==> src/rtl/led_blink_gen.sv <==
// Multi-channel LED blinker: per-channel ON/OFF phase lengths, level enable, tick at each ON start.
// Optional BLINK_SYNC_EN macro adds i_sync, which realigns every enabled channel to an ON-phase start.
module led_blink_gen #(
  parameter int CHANNELS = 4,
  parameter int CNT_W    = 24
) (
  input  logic                i_clock,
  input  logic                i_reset_n,
  input  logic [CHANNELS-1:0] i_enable,
  input  logic                i_wr_en,
  input  logic [3:0]          i_wr_chan,
  input  logic [CNT_W-1:0]    i_wr_on,
  input  logic [CNT_W-1:0]    i_wr_off,
`ifdef BLINK_SYNC_EN
  input  logic                i_sync,
`endif
  output logic [CHANNELS-1:0] o_led,
  output logic [CHANNELS-1:0] o_tick
);

  typedef enum logic [1:0] {IDLE, ON, OFF} state_t;

  // Reset asserts asynchronously but releases through two flops, so logic runs from the third edge on.
  logic [1:0] rst_sync;
  logic       run;

  always_ff @(posedge i_clock or negedge i_reset_n) begin
    if (!i_reset_n) rst_sync <= '0;
    else            rst_sync <= {rst_sync[0], 1'b1};
  end

  assign run = rst_sync[1];

  logic sync_req;
`ifdef BLINK_SYNC_EN
  assign sync_req = i_sync;
`else
  assign sync_req = 1'b0;
`endif

  logic wr_hit;
  assign wr_hit = run && i_wr_en && ({28'd0, i_wr_chan} < 32'(CHANNELS));

  for (genvar c = 0; c < CHANNELS; c++) begin : g_chan
    logic [CNT_W-1:0] on_len;
    logic [CNT_W-1:0] off_len;
    logic [CNT_W-1:0] cnt;
    logic [CNT_W-1:0] cnt_nxt;
    state_t           state;
    state_t           state_nxt;
    logic             led_q;
    logic             tick_q;
    logic             led_nxt;
    logic             tick_nxt;
    logic             prefer_on;

    always_ff @(posedge i_clock or negedge i_reset_n) begin
      if (!i_reset_n) begin
        on_len  <= '0;
        off_len <= '0;
      end else if (wr_hit && (i_wr_chan == 4'(c))) begin
        on_len  <= i_wr_on;
        off_len <= i_wr_off;
      end
    end

    always_ff @(posedge i_clock or negedge i_reset_n) begin
      if (!i_reset_n) begin
        state  <= IDLE;
        cnt    <= '0;
        led_q  <= 1'b0;
        tick_q <= 1'b0;
      end else if (run) begin
        state  <= state_nxt;
        cnt    <= cnt_nxt;
        led_q  <= led_nxt;
        tick_q <= tick_nxt;
      end
    end

    // cnt holds the cycles left in the current phase; a load happens when it reaches 1 or on restart.
    always_comb begin
      state_nxt = state;
      cnt_nxt   = cnt;
      led_nxt   = 1'b0;
      tick_nxt  = 1'b0;
      prefer_on = 1'b1;
      if (!i_enable[c]) begin
        state_nxt = IDLE;
        cnt_nxt   = '0;
      end else if (!sync_req && (state != IDLE) && (cnt > CNT_W'(1))) begin
        cnt_nxt = cnt - CNT_W'(1);
        led_nxt = (state == ON);
      end else begin
        prefer_on = sync_req || (state != ON);
        if ((on_len != '0) && (prefer_on || (off_len == '0))) begin
          state_nxt = ON;
          cnt_nxt   = on_len;
          led_nxt   = 1'b1;
          tick_nxt  = 1'b1;
        end else if (off_len != '0) begin
          state_nxt = OFF;
          cnt_nxt   = off_len;
        end else begin
          state_nxt = IDLE;
          cnt_nxt   = '0;
        end
      end
    end

    assign o_led[c]  = led_q;
    assign o_tick[c] = tick_q;
  end

endmodule

==> config.mk <==
export PLATFORM = sky130hd
export DESIGN_NAME = led_blink_gen
export DESIGN_NICKNAME = d
export VERILOG_FILES = /design/src/rtl/led_blink_gen.sv
export SDC_FILE = /design/constraint.sdc
export NUM_CORES = 1
export LEC_CHECK = 0
export ABC_AREA = 1
export BUFFER_PORTS_ARGS = -buffer_cell sky130_fd_sc_hd__buf_2
export CAP_MARGIN = 20
export CORE_UTILIZATION = 60
export CTS_CLUSTER_SIZE = 14
export DETAILED_ROUTE_END_ITERATION = 6
export PLACE_DENSITY = 0.9
export SYNTH_ARGS = -nofsm -noshare
export SYNTH_HDL_FRONTEND = slang
export SYNTH_SLANG_ARGS = --single-unit
export TNS_END_PERCENT = 100
==> constraint.sdc <==
create_clock -name i_clock -period 4.3 [get_ports i_clock]
set_input_delay 0.86 -clock i_clock [delete_from_list [all_inputs] [get_ports i_clock]]
set_output_delay 0.86 -clock i_clock [all_outputs]
set_load 0.02 [all_outputs]
[After elaboration in Yosys (flattened, before gate mapping)]
Index checks and enable logic that the tools add are counted.
Storage, ports and cells
  logic and storage cells: 140
  input bits: 59
  output and inout port bits: 8
  register bits: 306
Cells by class
  $lt $le $gt $ge: 5
  muxes and demuxes: 52
  add/sub/neg operators: 4
  reductions and logical operators: 39
  equality and inequality tests: 15
Operator list (count)
  $mux W24: 16
  $reduce_bool A24 Y1: 8
  $gt A24 B1 Y1 const B: 4
  $logic_not A24 Y1: 4
  $sub A24 B1 Y24 const B: 4
  $mux W2: 16
  $mux W1: 20
  $logic_and A1 B1 Y1: 14
  $eq A2 B1 Y1 const B: 4
  $eq A4 B2 Y1 const B: 2
  $ne A2 B1 Y1 const B: 4
  $ne A2 B2 Y1 const B: 4
  $reduce_and A2 Y1: 4
  $reduce_bool A2 Y1: 4
  $eq A4 B1 Y1 const B: 1
  $logic_not A4 Y1: 1
  $logic_or A1 B1 Y1: 4
  $lt A4 B3 Y1 const B: 1

[Logic depth before layout (Yosys ltp)]
  depth in word-level cells: 6
  gate-level depth with buffers: 13
  depth with buffers taken out: 12

[Least setup slack after synthesis]
Ideal clock, no wire load.
  path type: input to register
  start: input port i_wr_chan[2]
  end: register g_chan[0].off_len[8]
  data required time: 4.168 ns
  slack: 2.461 ns
  setup time: 0.132 ns
  data arrival time: 1.706 ns
  stages on the path: 6
  path buffers: 2
  cell sequence: nor3_2 -> nand3_1 -> buf_4 -> buf_6 -> nand2_1 -> o21ai_0
Between the ends
  longest elaborated chain between the ends: 3
  elaborated cells on any way between the ends: 4
  classes of those cells: order compare: 1; reduce/logical: 3
RTL lines
  start, declared: RTL line 11  | input logic [3:0] i_wr_chan,
  $lt A4 B3 Y1: RTL line 42  | assign wr_hit = run && i_wr_en && ({28'd0, i_wr_chan} < 32'(CHANNELS));
  $logic_and A1 B1 Y1: RTL line 42
  $logic_and A1 B1 Y1 *: RTL line 61  | end else if (wr_hit && (i_wr_chan == 4'(c))) begin
  end signal, assigned: RTL line 63  | off_len <= i_wr_off;
  end, declared: RTL line 46  | logic [CNT_W-1:0] off_len;
Mark *: on every way between the ends. The rest lies on a longest branch, timed or not.
A chain may end at the register's enable or synchronous reset.

[Worst setup path in the final report]
  start: register g_chan[1].cnt[0]
  end: register g_chan[1].cnt[7]
Between the ends
  longest elaborated chain between the ends: 4
  elaborated cells on any way between the ends: 5
  classes of those cells: add/sub: 1; order compare: 1; mux: 2; reduce/logical: 1
RTL lines
  start, declared: RTL line 47  | logic [CNT_W-1:0] cnt;
  start signal, assigned: RTL line 75  | cnt <= cnt_nxt;
  $gt A24 B1 Y1: RTL line 91  | end else if (!sync_req && (state != IDLE) && (cnt > CNT_W'(1))) begin
  $logic_and A1 B1 Y1: RTL line 91
  $mux W24 *: RTL line 91
  $mux W24 *: RTL line 88  | if (!i_enable[c]) begin
Marked as above.

==> results_dict.tcl <==
set metrics [dict create \
    cts_tree "done" \
    stdcell_count 3057 \
    synth_top_area_cell "dfrtp_1" \
    setup_viol 0 \
    power.density_nw_per_um2 722.3 \
    cts_inserted_buffers 34 \
    rows 62 \
    cts_buffer_depth 3 \
    grt_pass1_wl_um 82530 \
    critPathMaxFanout 29 \
    grt_max_degree 133 \
    drc_errors 0 \
    syn_inst 2634 \
    start_kind "flop" \
    max_slew_margin 0.2734 \
    run_status "completed" \
    p_total_uw 14050 \
    cts_hold_buf 0 \
    dieArea_sq_um 30540 \
    die_h_um 174.8 \
    yosysSeqAreaShare 0.4276 \
    slew_viol_final 0 \
    syn-num-nets 2701 \
    finClkSkew_ps 21.78 \
    rsz0062_at_grt "no" \
    layout.nets 2717 \
    drt-initial-drc-count 2134 \
    htreeDepth 2 \
    reg2reg_to "g_chan[1].cnt[7]$_DFFE_PN0P_" \
    endpoint "g_chan[1].cnt[7]$_DFFE_PN0P_" \
    finalHoldViolCount 0 \
    vdd_drop_max_uv 478.4 \
    max_freq_ghz 0.3818 \
    syn_area_sq_um 17910 \
    grt_use_total 0.3422 \
    tns_ps 0 \
    path_class "reg -> reg" \
    dp.cells 2998 \
    p_leak_uw 0.01072 \
    antenna_found_initial 2 \
    ant_nets 0 \
    cts_resized 0 \
    ys_ff_latch 306 \
    core_sq_um 29010 \
    die_w_um 174.8 \
    gp_congestion 0.9404 \
    wire_per_inst_um 16.80 \
    arrival_ps 3070 \
    yosys_warnings 0 \
    synth_area_per_cell_sq_um 6.799 \
    r2r_start "g_chan[1].cnt[0]$_DFFE_PN0P_" \
    cp.required_ps 4750 \
    reg2reg_slack_ps 1680 \
    via_per_inst 5.614 \
    hpwl_um 34980 \
    gr-total-overflow 0 \
    diodes 0 \
    io_pins 67 \
    ys_types 34 \
    reg2regPathDepth 10 \
    worstSetupStartpoint "g_chan[1].cnt[0]$_DFFE_PN0P_" \
    routed_wirelength_um 51360 \
    timing.final.crit_share 0.6090 \
    clock_latency_ps 520 \
    min_path_type "reg -> reg" \
    cp-end-kind "flop" \
    cts-root-buf "clkbuf_16" \
    tightest_slew_ps 1090 \
    cts_setup_buffers 0 \
    period_needed_ps 2619 \
    grt_pass1_vias 16460 \
    synth_area_leaders "dfrtp_1 (43%), nand2_1 (22%), inv_1 (6.8%)" \
    design_area_sq_um 19460 \
    dr_total_vias 17160 \
    synth_top_area_frac 0.4276 \
    place_area_sq_um 18240 \
    areaGrowthSynthToFinish_pct 8.635 \
    port_buffers 66 \
    start_util 0.6173 \
    path_clk_slew_ps 60 \
    maxCapViolCount 0 \
    drive_gt1_frac 0.08006 \
    cts.sinks 306 \
    first_pass_iters 6 \
]
-- cell families after synthesis --
kind of cell / Yosys count / share of synthesized area
flops: 306 / 0.4276
fa+ha+maj: 8 / 0.005589
compound gates: 282 / 0.08327
simple gates: 1551 / 0.3521
buf+inv: 433 / 0.1054
other cells: 1 / 0.0002094
xor+xnor: 53 / 0.02592
-- critical path, stage by stage, from the launching register on --
cell     delay, ps
dfrtp_1        400
inv_1          150
ha_1           260
nand2_4        100
a21oi_1        210
nand3_1        110
nand2_1        740
nand2_2        240
o21ai_0        170
nand2_1         90
nand2_1         60
-- sequential cells by signal, summed over array words and instances, names as in the netlist --
| name | count |
|---|---|
| g_chan.cnt | 96 |
| g_chan.off_len | 96 |
| g_chan.on_len | 96 |
| g_chan.state | 8 |
| g_chan.led_q | 4 |
| g_chan.tick_q | 4 |
| rst_sync | 2 |
-- area by class of cell --
type,instances,area [sq um]
fillers,2371,9557
well taps,384,480.5
clock buffers,43,965.9
multi-input cells,1895,8386
clock inverters,16,249.0
repair buffers,86,490.5
flip-flops and latches,306,7657
inverters,327,1227
-- power by group --
part | leakage, uW | internal [uW] | switching, uW | total, uW
sequential | 0.00399 | 3680 | 876 | 4550
combinational | 0.00614 | 2020 | 4280 | 6310
clock | 0.000590 | 1960 | 1240 | 3200
total | 0.0107 | 7650 | 6400 | 14100
-- cells in the mapped netlist, drive strengths merged --
library cell and number:
a21boi 2, a21oi 49, buf 65, clkbuf 41, clkinv 2, conb 1
dfrtp 306, ha 8, inv 325, nand2 1073, nand3 168, nand3b 1
nand4 31, nor2 272, nor3 4, o21ai 228, o21bai 3, or2 2
xnor2 13, xor2 40
-- stage by stage --
stage,utilization,hold slack (ps),worst slack [ps]
floorplan,-,331.2,2461
global placement,0.6287,335.3,1581
detailed placement,0.6287,335.7,1491
CTS,0.6706,359.1,1698
global route,0.6706,361.6,1384
finish,0.6706,355.2,1681
-- metal layers --
metal	track usage	part of all wire
met4	0.1703	0.052
met3	0.07768	0.10
met1	0.4347	0.38
met5	0.01442	0.0012
met2	0.5501	0.46
-- how the worst min path moves through the flow --
stage                               start               endpoint  slack, ps  cells after the start
finish              rst_sync[0]$_DFF_PN0_  rst_sync[1]$_DFF_PN0_        360                      0
global route        rst_sync[0]$_DFF_PN0_  rst_sync[1]$_DFF_PN0_        360                      0
CTS                 rst_sync[0]$_DFF_PN0_  rst_sync[1]$_DFF_PN0_        360                      0
detailed placement  rst_sync[0]$_DFF_PN0_  rst_sync[1]$_DFF_PN0_        340                      0
global placement    rst_sync[0]$_DFF_PN0_  rst_sync[1]$_DFF_PN0_        340                      0
floorplan           rst_sync[0]$_DFF_PN0_  rst_sync[1]$_DFF_PN0_        330                      0
-- layout by cell type (no fill, tap or decap), drive strengths merged --
master,count
a21oi,49
xor2,40
inv,326
nand3b,1
clkinvlp,3
dfrtp,306
ha,8
xnor2,13
nand3,168
clkbuf,43
a21boi,2
or2,2
nor2,272
clkinv,8
conb,1
o21ai,228
bufinv,6
buf,86
o21bai,3
nor3,4
nand2,1073
nand4,31
Note: power is estimated with default switching activity, not from simulation.
